`src/rtl/uart_pkg.sv`:
```
// uart_pkg
// Definitions shared by the UART blocks (uart_rx today, uart_tx later).
//   OVERSAMPLE   : ticks per bit period
//   DATA_BITS    : payload bits per character (8N1 framing)
//   uart_state_t : receive FSM state encoding
package uart_pkg;

    localparam int OVERSAMPLE = 16;
    localparam int DATA_BITS  = 8;

    typedef enum logic [2:0] {
        UART_IDLE,
        UART_START,
        UART_DATA,
        UART_STOP,
        UART_WAIT_HIGH
    } uart_state_t;

endpackage

```
`src/rtl/uart_fifo.sv`:
```
// uart_fifo
// First-word-fall-through FIFO. The head entry is always visible on
// head_data, and a pop simply advances past it.
//   clk, rst_n : clock, asynchronous active-low reset
//   push       : write push_data. Ignored when full, unless a pop also happens
//                in the same cycle.
//   pop        : discard the head entry. Ignored when empty.
//   head_data  : oldest entry; meaningful only while !empty
//   full/empty : occupancy flags
//   count      : number of stored entries (0 .. 2**AW)
module uart_fifo #(
    parameter int WIDTH = 8,
    parameter int AW    = 2
) (
    input  logic             clk,
    input  logic             rst_n,
    input  logic             push,
    input  logic [WIDTH-1:0] push_data,
    input  logic             pop,
    output logic [WIDTH-1:0] head_data,
    output logic             full,
    output logic             empty,
    output logic [AW:0]      count
);

    localparam int DEPTH = 2 ** AW;

    logic [WIDTH-1:0] mem [DEPTH];
    logic [AW-1:0]    wr_ptr;
    logic [AW-1:0]    rd_ptr;
    logic             do_push;
    logic             do_pop;

    assign empty     = (count == '0);
    assign full      = (count == (AW+1)'(DEPTH));
    assign head_data = mem[rd_ptr];

    // A pop frees a slot in the same cycle, so a push into a full FIFO is
    // accepted when it coincides with a pop.
    assign do_pop  = pop && !empty;
    assign do_push = push && (!full || do_pop);

    // Storage, pointers and occupancy. The storage is cleared on reset so the
    // head output reads 0 instead of stale data after a reset.
    always_ff @(posedge clk or negedge rst_n) begin
        if (!rst_n) begin
            for (int i = 0; i < DEPTH; i++) begin
                mem[i] <= '0;
            end
            wr_ptr <= '0;
            rd_ptr <= '0;
            count  <= '0;
        end else begin
            if (do_push) begin
                mem[wr_ptr] <= push_data;
                wr_ptr      <= wr_ptr + 1'b1;
            end
            if (do_pop) begin
                rd_ptr <= rd_ptr + 1'b1;
            end
            case ({do_push, do_pop})
                2'b10:   count <= count + 1'b1;
                2'b01:   count <= count - 1'b1;
                default: count <= count;
            endcase
        end
    end

endmodule

```
`src/rtl/uart_rx.sv`:
```
// uart_rx
// 8N1 serial receiver with 16x oversampling and a small FWFT output FIFO.
//   clk, rst_n : clock, asynchronous active-low reset
//   rx         : raw serial line (asynchronous, idle high)
//   rx_data    : byte at the FIFO head, valid while rx_valid
//   rx_valid   : FIFO not empty
//   rx_ready   : consumer takes the head byte when rx_valid && rx_ready
//   frame_err  : one-cycle pulse when a stop bit is sampled low
//   overrun    : one-cycle pulse when a good byte is dropped because the FIFO is full
module uart_rx
    import uart_pkg::*;
#(
    parameter int SYS_CLK_FREQ = 100_000_000,
    parameter int BAUD_RATE    = 115200,
    parameter int FIFO_AW      = 2
) (
    input  logic       clk,
    input  logic       rst_n,
    input  logic       rx,
    output logic [7:0] rx_data,
    output logic       rx_valid,
    input  logic       rx_ready,
    output logic       frame_err,
    output logic       overrun
);

    // DIV must come out as at least 1 for the chosen clock and baud rate.
    localparam int DIV        = SYS_CLK_FREQ / (BAUD_RATE * OVERSAMPLE);
    localparam int DIV_W      = (DIV > 1) ? $clog2(DIV) : 1;
    localparam int TICK_W     = $clog2(OVERSAMPLE);
    localparam int BIT_W      = $clog2(DATA_BITS);
    localparam int FIFO_DEPTH = 2 ** FIFO_AW;

    logic                 rx_meta;
    logic                 rxs;
    logic [DIV_W-1:0]     div_cnt;
    logic                 tick;
    uart_state_t          state;
    logic [TICK_W-1:0]    tick_cnt;
    logic [BIT_W-1:0]     bit_cnt;
    logic [DATA_BITS-1:0] shift_reg;

    logic                 stop_sample;
    logic                 good_byte;
    logic                 drop_byte;
    logic                 fifo_push;
    logic                 fifo_pop;
    logic                 fifo_full;
    logic                 fifo_empty;
    logic [FIFO_AW:0]     fifo_count;

    // Two-flop synchronizer. Both stages reset high so that reset never
    // looks like a start bit.
    always_ff @(posedge clk or negedge rst_n) begin
        if (!rst_n) begin
            rx_meta <= 1'b1;
            rxs     <= 1'b1;
        end else begin
            rx_meta <= rx;
            rxs     <= rx_meta;
        end
    end

    // Oversampling tick divider. It restarts on start detection so that tick
    // phase is aligned to the falling edge of the start bit.
    assign tick = (div_cnt == DIV_W'(DIV - 1));

    always_ff @(posedge clk or negedge rst_n) begin
        if (!rst_n) begin
            div_cnt <= '0;
        end else if (state == UART_IDLE && !rxs) begin
            div_cnt <= '0;
        end else if (tick) begin
            div_cnt <= '0;
        end else begin
            div_cnt <= div_cnt + 1'b1;
        end
    end

    // The stop bit is sampled on the last tick of its bit period. A good stop
    // bit produces a byte. If the FIFO is full and nothing is popped in the
    // same cycle, that byte is dropped.
    assign stop_sample = (state == UART_STOP) && tick && (tick_cnt == TICK_W'(OVERSAMPLE - 1));
    assign good_byte   = stop_sample && rxs;
    assign fifo_pop    = rx_valid && rx_ready;
    assign fifo_push   = good_byte && (!fifo_full || fifo_pop);
    assign drop_byte   = good_byte && (fifo_count == (FIFO_AW+1)'(FIFO_DEPTH)) && !fifo_pop;

    // Receive FSM.
    // The start bit is checked at mid-bit (half an oversample period) to
    // reject glitches. From there, every full oversample period lands in the
    // middle of the next bit. A low stop bit parks the FSM in WAIT_HIGH until
    // the line recovers, so a held-low break reports exactly one error.
    always_ff @(posedge clk or negedge rst_n) begin
        if (!rst_n) begin
            state     <= UART_IDLE;
            tick_cnt  <= '0;
            bit_cnt   <= '0;
            shift_reg <= '0;
            frame_err <= 1'b0;
            overrun   <= 1'b0;
        end else begin
            frame_err <= 1'b0;
            overrun   <= drop_byte;
            case (state)
                UART_IDLE: begin
                    if (!rxs) begin
                        tick_cnt <= '0;
                        state    <= UART_START;
                    end
                end
                UART_START: begin
                    if (tick) begin
                        if (tick_cnt == TICK_W'(OVERSAMPLE / 2 - 1)) begin
                            if (rxs) begin
                                state <= UART_IDLE;
                            end else begin
                                tick_cnt <= '0;
                                bit_cnt  <= '0;
                                state    <= UART_DATA;
                            end
                        end else begin
                            tick_cnt <= tick_cnt + 1'b1;
                        end
                    end
                end
                UART_DATA: begin
                    if (tick) begin
                        tick_cnt <= tick_cnt + 1'b1;
                        if (tick_cnt == TICK_W'(OVERSAMPLE - 1)) begin
                            shift_reg <= {rxs, shift_reg[DATA_BITS-1:1]};
                            bit_cnt   <= bit_cnt + 1'b1;
                            if (bit_cnt == BIT_W'(DATA_BITS - 1)) begin
                                state <= UART_STOP;
                            end
                        end
                    end
                end
                UART_STOP: begin
                    if (tick) begin
                        tick_cnt <= tick_cnt + 1'b1;
                    end
                    if (stop_sample) begin
                        if (rxs) begin
                            state <= UART_IDLE;
                        end else begin
                            frame_err <= 1'b1;
                            state     <= UART_WAIT_HIGH;
                        end
                    end
                end
                UART_WAIT_HIGH: begin
                    if (rxs) begin
                        state <= UART_IDLE;
                    end
                end
                default: begin
                    state <= UART_IDLE;
                end
            endcase
        end
    end

    assign rx_valid = !fifo_empty;

    uart_fifo #(
        .WIDTH (DATA_BITS),
        .AW    (FIFO_AW)
    ) u_fifo (
        .clk       (clk),
        .rst_n     (rst_n),
        .push      (fifo_push),
        .push_data (shift_reg),
        .pop       (fifo_pop),
        .head_data (rx_data),
        .full      (fifo_full),
        .empty     (fifo_empty),
        .count     (fifo_count)
    );

endmodule

```
`config.mk`:
```
export PLATFORM = sky130hd
export DESIGN_NAME = uart_rx
export DESIGN_NICKNAME = d
export VERILOG_FILES = /design/src/rtl/uart_pkg.sv /design/src/rtl/uart_fifo.sv /design/src/rtl/uart_rx.sv
export SDC_FILE = /design/constraint.sdc
export NUM_CORES = 1
export LEC_CHECK = 0
export ABC_CLOCK_PERIOD_IN_PS = 7150
export CAP_MARGIN = 20
export CORE_MARGIN = 10
export CORE_UTILIZATION = 58
export DETAILED_ROUTE_END_ITERATION = 12
export PLACE_DENSITY = 0.78
export SYNTH_ARGS = -nofsm -noshare
export SYNTH_HDL_FRONTEND = slang
export SYNTH_SLANG_ARGS = --single-unit
export TNS_END_PERCENT = 30
```
`constraint.sdc`:
```
create_clock -name clk -period 7.15 [get_ports clk]
set_clock_uncertainty 0.2 [all_clocks]
set_input_delay 1.7875 -clock clk [delete_from_list [all_inputs] [get_ports clk]]
set_output_delay 1.7875 -clock clk [all_outputs]
set_load 0.005 [all_outputs]
```
==> flow_summary_export.csv, run 1 <==
group,metric,value,unit
setup_path,crit_buf_inv,2,
die,die_y,94.37,um
synthesis,synth_edf_count,0,
setup_path,crit_path_top_delay_cell,"or4b_2",
detailed_routing,wl_per_cell,16.27,um
setup_path,cp.arrival,4350,ps
synthesis,yosysUniqueCellTypes,45,
sta,relSlewSlack,44.70,%
clock_tree,clock_path_buffers,2,
place,portBuffers,14,
die,initial_core_util,58.98,%
cells_and_area,stdcell_count,329,
place,hpwl,3574,um
sta,hold_viol,0,
clock_tree,h-tree-depth,3,
synthesis,ys.flop_type,"dfrtp_1",
global_route,grt_pass1_vias,1946,
place,placed_area,0.003397,mm^2
setup_path,cp-end-kind,"flip-flop",
clock_tree,clkLatencyLatePin,330,ps
global_route,global_route.overflow_total,0,
worst_hold_path,hold_path.class,"flip-flop to flip-flop",
synthesis,synth_area,0.003208,mm^2
clock_tree,numCtsBuffers,9,
cells_and_area,largest_register_ff_count,32,
die,core-area,0.005439,mm^2
sta,fmax,233.1,MHz
sta,worst_slew_pin_slew,829.6,ps
setup_path,crit_required,7210,ps
die,die_x,94.37,um
detailed_routing,num_vias,1843,
global_route,grt_max_degree,68,
cells_and_area,synthToLayoutAreaGrowth,12.68,%
synthesis,synth-seq-cells,67,
power,power.leakage,1.685,nW
sta,setup_violations,0,
setup_path,cpLargestDelayFamily,"simple AND/OR/NAND/NOR gates",
detailed_routing,first_pass_iters,4,
global_route,grt_pass1_wl,9377,um
sta,worst_slack,2860,ps
setup_path,worst_path_most_repeated_cell,"xor2_1",
job,timing.max_cap.violations,0,
cells_and_area,finalInstanceArea,0.003615,mm^2
die,fp.dieArea,0.008906,mm^2
clock_tree,clkTransAtPathRegs,70,ps
synthesis,yosys.area.top_type,"dfrtp_1",
place,pre_cts_ws,2521,ps
setup_path,critPathLaunchType,"input port",
synthesis,synth-async-reset-ratio,100.0,%
detailed_routing,avgViaCountPerCell,5.602,
die,boundaryPins,15,
cells_and_area,fin_util,66.46,%
cells_and_area,drive_gt1_share,30.35,%
cells_and_area,diodes,0,
synthesis,syn-instance-count,235,
synthesis,yosysTopAreaCellShare,50.70,%
detailed_routing,wirelength,5354,um
sta,tns,0,ps
setup_path,path_cells,"clkdlybuf4s50_1 > or4b_2 > nand4_1 > ha_1 > inv_1 > fa_1 > xor2_1 > nor2_1 > xor2_1",
clock_tree,hold_buffers,0,
sta,fin_crit,4290,ps
clock_tree,cts.sinks,67,
power,power,857.1,uW
synthesis,yosysSeqAreaShare,52.34,%
synthesis,syn-mean-instance-area,13.65,um^2
cells_and_area,fin_nets,267,
clock_tree,cts-root-buf,"clkbuf_8",
synthesis,yosys_warnings,0,
power,ir_drop,235.1,uV
synthesis,yosys-top-cells-area,"dfrtp_1, mux2_2, mux4_2, ha_1, nand4_4",
sta,holdWs,156.8,ps
setup_path,cp_slowest_stage_delay,790,ps
clock_tree,ctsResizeCount,0,
die,row_count,27,
clock_tree,cts_setup_buffers,0,
place,dp.cells,313,
run_status,status,"finished, final reports clean",
detailed_routing,ant_nets,0,
synthesis,synth_nets,250,
setup_path,path_class,"input port to flip-flop",
power,power_density,237.1,mW/mm^2
sta,period_share,60.00,%
global_route,antenna_found_initial,0,
global_route,grt_usage,13.40,%
detailed_routing,drt_iter0_markers,122,
place,gp_congestion,0.7338,
setup_path,cp_max_fo,6,
sta,rsz0062_at_grt,"no",
sta,finalMaxSlewViolations,0,
clock_tree,cts_tree,"built",
detailed_routing,post-route-drc-count,0,
synthesized netlist by cell type, types with 2 or more instances:
cell      instances
dfrtp_1          65
mux2_2           42
nor2_1           13
inv_1            11
ha_1             10
mux4_2            8
nand2_1           7
xor2_1            6
buf_2             5
xnor2_1           5
a21oi_1           4
and3_1            4
mux2i_1           4
nand3_1           4
nand4_4           4
nand2b_1          3
nor3b_1           3
a211oi_1          2
a31oi_1           2
clkbuf_1          2
dfstp_2           2
nand4_1           2
nor2b_1           2
nor3_1            2
nor4_1            2
o21ai_0           2
final timing paths:
kind	startpoint	endpoint	slack, ps	cells past startpoint
max	rx_ready	u_fifo.count[2]	2860	9
min in group asynchronous	rst_n	u_fifo.mem[17]	1420	2
max reg2reg	u_fifo.count[1]	u_fifo.count[2]	4270	8
max in group asynchronous	rst_n	state[2]	4770	2
min reg2reg	rx_meta	rxs	160	0
min	rx_meta	rxs	160	0
cells by family after synthesis:
group | share of synthesized area [%]
flip-flops | 52.34
multiplexers | 21.61
AO/OA/AOI/OAI | 3.276
buffers and inverters | 2.652
adder cells (fa/ha/maj) | 4.524
AND/OR/NAND/NOR | 12.60
XOR/XNOR | 3.003
routing by layer:
metal  vias up  routed length (um)  global-route usage, %
met3         5                 189                  4.679
li1        881                   -                      -
met4         0                  42                  4.810
met2        26                2588                  20.08
met5         -                   0                      0
met1       931                2533                  17.62
worst register-to-register path, delay by kind of cell (launching register included):
| kind | cells | cell delay (ps) |
|---|---|---|
| buffers and inverters | 1 | 60 |
| AND/OR/NAND/NOR | 3 | 1230 |
| XOR/XNOR | 2 | 320 |
| flip-flops | 1 | 400 |
| adder cells (fa/ha/maj) | 2 | 590 |
power by group:
part / leakage (nW) / switching [mW] / internal, mW
Combinational: 0.675 / 0.0355 / 0.0458
Clock: 0.106 / 0.146 / 0.197
Sequential: 0.903 / 0.0374 / 0.395
Total: 1.68 / 0.219 / 0.638
cell usage in the layout (no fill, tap or decap), types with 5 or more instances in the layout:
master           synthesis  layout
mux2_2                  42      42
mux4_2                   8       8
inv_1                   11      11
nor2_1                  13      13
ha_1                    10      10
xnor2_1                  5       5
xor2_1                   6       6
dfrtp_1                 65      65
clkdlybuf4s50_1          0      13
nand2_1                  7       7
clkbuf_8                 0       9
area by class of cell:
cell class / instances / area [um^2]
multi-input combinational: 148 / 1444
fill: 390 / 1824
inverter: 11 / 41.29
clock inverter: 6 / 90.09
clock buffer: 10 / 127.6
timing repair buffer: 15 / 142.6
sequential: 67 / 1679
tap: 72 / 90.09
Note: power is estimated with default switching activity, not from simulation.
==> inputs of run 2 (changes only) <==
ABC_CLOCK_PERIOD_IN_PS = 3500   (was 7150)
CORE_UTILIZATION = 54   (was 58)
PLACE_DENSITY = 0.76   (was 0.78)
clock period = 3.5 ns   (was 7.15 ns; I/O delays follow)
==> run 2 against run 1 <==
Net effect:
- highest routed layer unchanged
- power grew 100%
- flip-flop and latch count stayed put
- sequential share of layout area decreased by 0.19 points
- combinational power up 140%
- first-iteration DRC count is 20% lower
- clock power increased by 89%
- global-route usage fell by 0.89 points
- die area rose by 5.8%
==> flow_summary_export.csv, run 2 (synthesis gave the netlist of run 1 again) <==
group,metric,value,unit
detailed_routing,drt_iter0_markers,98,
die,die_x,97.08,um
clock_tree,cts_setup_buffers,0,
setup_path,timing.rr.start,"div_cnt[1]",
clock_tree,cts-root-buf,"clkbuf_8",
setup_path,path_class,"flip-flop to primary output",
clock_tree,cts.sinks,67,
setup_path,r2r_end,"u_fifo.count[2]",
detailed_routing,wl_per_cell,16.74,um
power,p_comb_share,11.5,%
sta,hold_viol,0,
sta,period_share,90.54,%
setup_path,cp_max_fo,6,
clock_tree,clkTransAtPathRegs,70,ps
clock_tree,ctsResizeCount,0,
global_route,grt_usage,12.51,%
worst_hold_path,min_from,"rx_meta",
run_status,status,"finished, final reports clean",
power,power_density,471.4,mW/mm^2
sta,tns,0,ps
setup_path,path_cells,"buf_4 > mux4_2 > clkdlybuf4s50_1",
cells_and_area,mostFrequentLayoutCells,"dfrtp_1, mux2_2, nor2_1, clkdlybuf4s50_1, inv_1",
power,p_seq_share,50.7,%
detailed_routing,post-route-drc-count,0,
die,row_count,28,
cells_and_area,fin_util,62.04,%
sta,worst_slew_pin_slew,703.4,ps
sta,finalMaxSlewViolations,0,
detailed_routing,ant_nets,0,
global_route,global_route.overflow_total,0,
clock_tree,h-tree-depth,3,
setup_path,r2r_cells,11,
global_route,antenna_found_initial,0,
worst_hold_path,holdPathStages,0,
place,pre_cts_ws,69.71,ps
cells_and_area,largest_register_ff_count,32,
clock_tree,hold_buffers,0,
cells_and_area,fin_nets,271,
die,fp.dieArea,0.009424,mm^2
clock_tree,clkLatencyLatePin,340,ps
place,hpwl,3853,um
detailed_routing,avgViaCountPerCell,5.509,
die,boundaryPins,15,
setup_path,critPathLaunchType,"flip-flop",
sta,fin_crit,3169,ps
power,p_int,1.246,mW
cells_and_area,layout_commonest_cell,"dfrtp_1",
power,p_switching,465.2,uW
power,ir_drop,352.7,uV
setup_path,cp.arrival,2090,ps
setup_path,crit_path_top_delay_cell,"dfrtp_1",
sta,worst_slack,331.0,ps
sta,setup_violations,0,
detailed_routing,first_pass_iters,4,
die,core-area,0.005851,mm^2
sta,rsz0062_at_grt,"no",
setup_path,cp-end-kind,"primary output",
power,netSwitchingFraction,27.18,%
clock_tree,clock_path_buffers,2,
setup_path,cp-startpoint,"u_fifo.rd_ptr[0]",
global_route,grt_max_degree,32,
global_route,grt_pass1_vias,1926,
global_route,grt_pass1_wl,9611,um
place,portBuffers,14,
worst_hold_path,hold_end,"rxs",
clock_tree,cts_tree,"built",
die,die_y,97.08,um
cells_and_area,diodes,0,
die,initial_core_util,54.83,%
power,power.leakage,1.700,nW
setup_path,crit_required,2420,ps
place,gp_congestion,0.7565,
power,clkPwrFrac,37.8,%
setup_path,cp_slowest_stage_delay,530,ps
detailed_routing,num_vias,1851,
worst_hold_path,hold_path.class,"flip-flop to flip-flop",
cells_and_area,drive_gt1_share,31.80,%
sta,fmax,315.6,MHz
sta,relSlewSlack,53.11,%
job,timing.max_cap.violations,0,
clock_tree,numCtsBuffers,9,
setup_path,rrSetupSlack,910,ps
cells_and_area,synthToLayoutAreaGrowth,13.14,%
detailed_routing,wirelength,5624,um
## run 2: changes by cell type in the layout (fill, tap and decap cells not counted), sizes merged
cell,previous run,this run
buf,2,6
inv,11,13
bufinv,2,1
clkbuf,10,9
clkinv,3,4
clkinvlp,1,0
## run 2: metrics by stage
stage               hold slack, ps  total power, mW  std cells  area (um^2)
floorplan                    145.2            1.011        235         3208
global placement             146.2            1.073        320         3431
detailed placement           147.2            1.086        320         3431
CTS                          158.6            1.739        336         3630
global route                 163.3            1.791        336         3630
finish                       157.2            1.711        336         3630
## run 2: layout make-up
type	count	area, um^2
clock inverter	7	75.07
inverter	11	41.29
tap	75	93.84
clock buffer	9	123.9
sequential	67	1679
multi-input combinational	148	1444
timing repair buffer	19	172.7
fill	452	2221
## run 2: power by group through the flow
stage          logic (mW)  registers (mW)  clock network (mW)
4_1_cts             0.203           0.870               0.666
3_5_place_dp        0.202           0.884                   0
3_3_place_gp        0.190           0.883                   0
6_report            0.197           0.868               0.647
2_1_floorplan       0.175           0.836                   0
5_1_grt             0.220           0.876               0.695
## run 2: how the worst max path moves through the flow
stage	to	slack, ps
floorplan	u_fifo.count[2]	420
global placement	u_fifo.count[2]	190
detailed placement	u_fifo.count[2]	70
finish	rx_data[4]	330
global route	rx_data[4]	220
CTS	rx_data[4]	290
## run 2: critical path, delay by kind of cell (launching register included)
family	cells	cell delay [ps]
flip-flops	1	530
buffers and inverters	2	700
multiplexers	1	520
## run 2: metal layers
metal	up-vias	routed length (um)	track usage, %	part of all wire [%]
met5	-	0	0	0
met2	27	2709	18.98	48
met4	0	109	6.470	1.9
met1	921	2567	15.87	46
li1	894	-	-	-
met3	9	238	3.485	4.2
==> RTL edit 1 (flow settings as in run 1) <==
The package constant `OVERSAMPLE` goes from 16 to 32.
--- a/src/rtl/uart_pkg.sv
+++ b/src/rtl/uart_pkg.sv
@@ -5,7 +5,7 @@
 //   uart_state_t : receive FSM state encoding
 package uart_pkg;
 
-    localparam int OVERSAMPLE = 16;
+    localparam int OVERSAMPLE = 32;
     localparam int DATA_BITS  = 8;
 
     typedef enum logic [2:0] {
Behaviour: same outputs for any inputs over 10 cycles, from zero or initial values and one cycle with rst_n low; that may be too few to reach the edited logic, so the function may still have changed.
==> RTL edit 1 against run 1 <==
Synthesized cell count shrank 1.7%. Sequential share of layout area stayed put. Total power rose by 1.3%. Wire length rose by 2.1%. Sequential cell count is the same. Combinational power grew 2.7%. Global-route usage is 0.54 points higher. Synthesized area shrank 0.12%. Design area unchanged. Maximum frequency grew 3.9%. Worst setup slack better by 0.16 ns. Clock power grew 2%. Critical path type is now flip-flop to output pin. Critical endpoint is now rx_data[4].
==> RTL edit 1: results (changes against run 1) <==
Synth
  • Top cells by count, synth: 65 x dfrtp_1, 38 x mux2_2, 13 x nor2_1, 12 x ha_1, 12 x nand2_1 (was 65 x dfrtp_1, 42 x mux2_2, 13 x nor2_1, 11 x inv_1, 10 x ha_1)
  • Main area contributors after synthesis: dfrtp_1 51%, mux2_2 13%, mux4_2 5.6% (was dfrtp_1 51%, mux2_2 15%, mux4_2 5.6%)
  • XOR/XNOR Fraction of Synth Area: 2.46% (was 3.00%)
  • Compound-cell area share of the yosys netlist: 4.14% (was 3.28%)
  • Avg Inst Size Synth: 13.9 sq um (was 13.7 sq um)
  • Post-Syn Nets: 248 (was 250)
  • Mux cell area share after synthesis: 21.8% (was 21.6%)

STA
  • Fmax achieved: 242 MHz (was 233 MHz)
  • Slew HR: 44.0% (was 44.7%)
  • WHS: 0.157 ns (about the same)

Pwr
  • Leak: 1.68 nW (about the same)
  • Clock Power: 0.000349 W (was 0.000343 W)
  • Peak VDD IR: 0.240 mV (was 0.235 mV)
  • Combinational power share: roughly a tenth
  • Power Internal: 0.000649 W (was 0.000638 W)
  • Pwr dens: 240 mW/mm^2 (was 237 mW/mm^2)

Global routing
  • Grt met3 use: 3.33% (was 4.68%)
  • GR Util met2: 20.8% (was 20.1%)
  • GR Util met1: 18.3% (was 17.6%)
  • First-pass GRT wire length: 9520 um (was 9380 um)

Clock network
  • CTS resizes: 0 (unchanged)
  • TritonCTS Buffers: 9 (unchanged)

Setup path
  • Arr. time, crit path: 2.14 ns (was 4.35 ns)
  • Slowest stage cell, crit path: dfrtp_1 (was or4b_2)
  • Max Fanout on Critical Path: 10 (was 6)
  • Worst path top cell family by delay: flip-flops (was simple AND/OR/NAND/NOR gates)
  • FF-to-FF path depth: 11 (was 8)
  • FF-to-FF setup slack: 4.28 ns (was 4.27 ns)

Run status
  • Outcome: finished, final reports clean (unchanged)

Place
  • DP Area: 0.00339 sq mm (was 0.00340 sq mm)
  • DPL Wire Length: 3610 um (was 3570 um)
  • Placed cells: 310 (was 313)

Cells and area
  • Layout Nets: 266 (was 267)
  • Share of cells above drive strength 1: 31.9% (was 30.4%)
  • Non-Filler Instances: 326 (was 329)

Routing
  • Initial DRC count: 161 (was 122)
  • Total number of vias: 1877 (was 1843)
  • Routed wire per std cell: 16.8 um (was 16.3 um)
==> RTL edit 1: cell count changes after synthesis, sizes merged, moves of 4 or more <==
cell	delta
mux2i	-4
nor3b	-4
nor3	+6
nand2	+6
nand4	-5
==> RTL edit 1: per-layer routing <==
layer / wire, um / share of wire (%) / up-vias
li1: - / - / 873
met1: 2550 / 47 / 957
met2: 2610 / 48 / 33
met3: 194 / 3.5 / 14
met4: 116 / 2.1 / 0
met5: 0 / 0 / -
==> RTL edit 1: worst paths after layout <==
check	startpoint	endpoint
setup / recovery	u_fifo.rd_ptr[0]	rx_data[4]
hold / removal	rx_meta	rxs
setup reg to reg	tick_cnt[0]	u_fifo.count[2]
hold reg to reg	rx_meta	rxs
max in group asynchronous	rst_n	bit_cnt[2]
min in group asynchronous	rst_n	tick_cnt[4]
==> RTL edit 1: area by class of cell <==
type	instances	area [sq um]
repair buffers	15	143
multi-input cells	146	1440
flip-flops and latches	67	1680
clock inverters	6	88.8
clock buffers	10	138
inverters	10	37.5
fillers	411	1820
well taps	72	90.1
==> RTL edit 2 (settings of run 1) <==
Made on the original files. The output `overrun` loses its register stage (`overrun` becomes a continuous assignment). Comments in the files are not updated.
--- a/src/rtl/uart_rx.sv
+++ b/src/rtl/uart_rx.sv
@@ -98,10 +98,8 @@
             bit_cnt   <= '0;
             shift_reg <= '0;
             frame_err <= 1'b0;
-            overrun   <= 1'b0;
         end else begin
             frame_err <= 1'b0;
-            overrun   <= drop_byte;
             case (state)
                 UART_IDLE: begin
                     if (!rxs) begin
@@ -161,6 +159,8 @@
         end
     end
 
+    assign overrun = drop_byte;
+
     assign rx_valid = !fifo_empty;
 
     uart_fifo #(
Formal check against the unedited RTL: same outputs for any inputs over 10 cycles, from zero or initial values and one cycle with rst_n low; that may be too few to reach the edited logic, so the function may still have changed.
==> RTL edit 2 against run 1 <==
Synthesized area down 0.78%. Utilization up 2.6 points. Via count up 0.33%. Worst setup slack worse by 1.6 ns. Sequential cell count down 1. Maximum frequency down 27%. Wire length down 0.50%. Global-route usage down 0.074 points. Design area down 0.52%. Non-clock buffer count unchanged. Total power up 0.17%. Synthesized cell count down 0.43%. Largest power group unchanged.
==> RTL edit 2: results (changes against run 1) <==
Place
  • Gpl congestion: 0.788 (was 0.734)
  • DP Area: 0.00337 sq mm (was 0.00340 sq mm)
  • DPL Wire Length: 3510 um (was 3570 um)

Routing
  • Initial DRC count: 126 (was 122)
  • Routed WL: 5330 um (was 5350 um)
  • Via/cell ratio: 5.67 (was 5.60)

Clock network
  • Clock Path Buffers: 2 (unchanged)
  • Clock latency on the worst-skew pair: between 0.3 and 0.4 ns
  • CTS resizes: 0 (unchanged)

Pwr
  • Peak VDD IR: 0.223 mV (was 0.235 mV)
  • Leak: 1.67 nW (was 1.68 nW)

Global routing
  • Number of global-route vias before repair: 1858 (was 1946)
  • First-pass GRT wire length: 9180 um (was 9380 um)
  • Overall fraction of global-route tracks in use: 13.3% (was 13.4%)
  • Largest net degree at the start of global routing: 67 (was 68)

Cells and area
  • Area Growth Syn to Fin: 13.0% (was 12.7%)
  • Ant diodes: 0 (unchanged)
  • Share of cells above drive strength 1: 30.9% (was 30.4%)
  • Layout Nets: 266 (was 267)
  • Fillers: 399 (was 390)

Synth
  • Post-Syn Nets: 249 (was 250)
  • Seq/Total Area, Yosys: 52.0% (was 52.3%)
  • Top cells by count, synth: 64 x dfrtp_1, 42 x mux2_2, 13 x nor2_1, 11 x inv_1, 10 x ha_1 (was 65 x dfrtp_1, 42 x mux2_2, 13 x nor2_1, 11 x inv_1, 10 x ha_1)
  • Main area contributors after synthesis: dfrtp_1 50%, mux2_2 15%, mux4_2 5.7% (was dfrtp_1 51%, mux2_2 15%, mux4_2 5.6%)

Run status
  • Outcome: finished, final reports clean (unchanged)

STA
  • Slew @ Worst Pin: 0.812 ns (was 0.830 ns)
  • WHS: 0.158 ns (was 0.157 ns)

Setup path
  • Worst reg2reg startpoint: u_fifo.count[0] (was u_fifo.count[1])
  • FF-to-FF setup slack: 4.35 ns (was 4.27 ns)
## RTL edit 2: worst max-delay path by stage
stage / to / start / slack [ns]
floorplan: overrun / rx_ready / 2.31
CTS: overrun / rx_ready / 1.23
global placement: overrun / rx_ready / 1.23
global route: overrun / rx_ready / 1.20
detailed placement: overrun / rx_ready / 1.24
finish: overrun / rx_ready / 1.28
## RTL edit 2: worst max-delay path, cell delays in order
cell and delay, ns:
clkdlybuf4s50_1 0.42, or4b_2 0.79, nor4_1 0.32, clkdlybuf4s50_1 0.56
## RTL edit 2: final cells by class
| class | count | share of cell area (%) |
|---|---|---|
| flip-flops and latches | 66 | 46.0 |
| multi-input cells | 148 | 40.2 |
| repair buffers | 15 | 3.97 |
| clock buffers | 10 | 3.83 |
| clock inverters | 6 | 2.47 |
| well taps | 70 | 2.44 |
| inverters | 11 | 1.15 |
## RTL edit 2: power by group
group	leakage, nW	switching, W	internal (W)
combinational	0.675	0.0000329	0.0000456
sequential	0.889	0.0000382	0.000389
clock	0.109	0.000146	0.000206
## RTL edit 2: logic make-up after synthesis
kind of cell    share of synthesized area (%)
flops                                    52.0
simple gates                             12.7
mux                                      21.8
buf+inv                                  2.67
compound gates                           3.30
xor+xnor                                 3.03
fa+ha+maj                                4.56
## RTL edit 2: per-layer routing
layer | vias to the layer above | wire length [um] | GRT usage (%)
met5 | - | 0 | 0
met4 | 0 | 85 | 5.70
met1 | 943 | 2580 | 17.0
li1 | 877 | - | -
met3 | 8 | 197 | 5.28
met2 | 21 | 2460 | 19.6
## RTL edit 2: metrics by stage
step	worst slack, ns	instances
2_1_floorplan	2.31	234
3_3_place_gp	1.23	310
3_5_place_dp	1.24	310
4_1_cts	1.23	326
5_1_grt	1.20	326
6_report	1.28	326
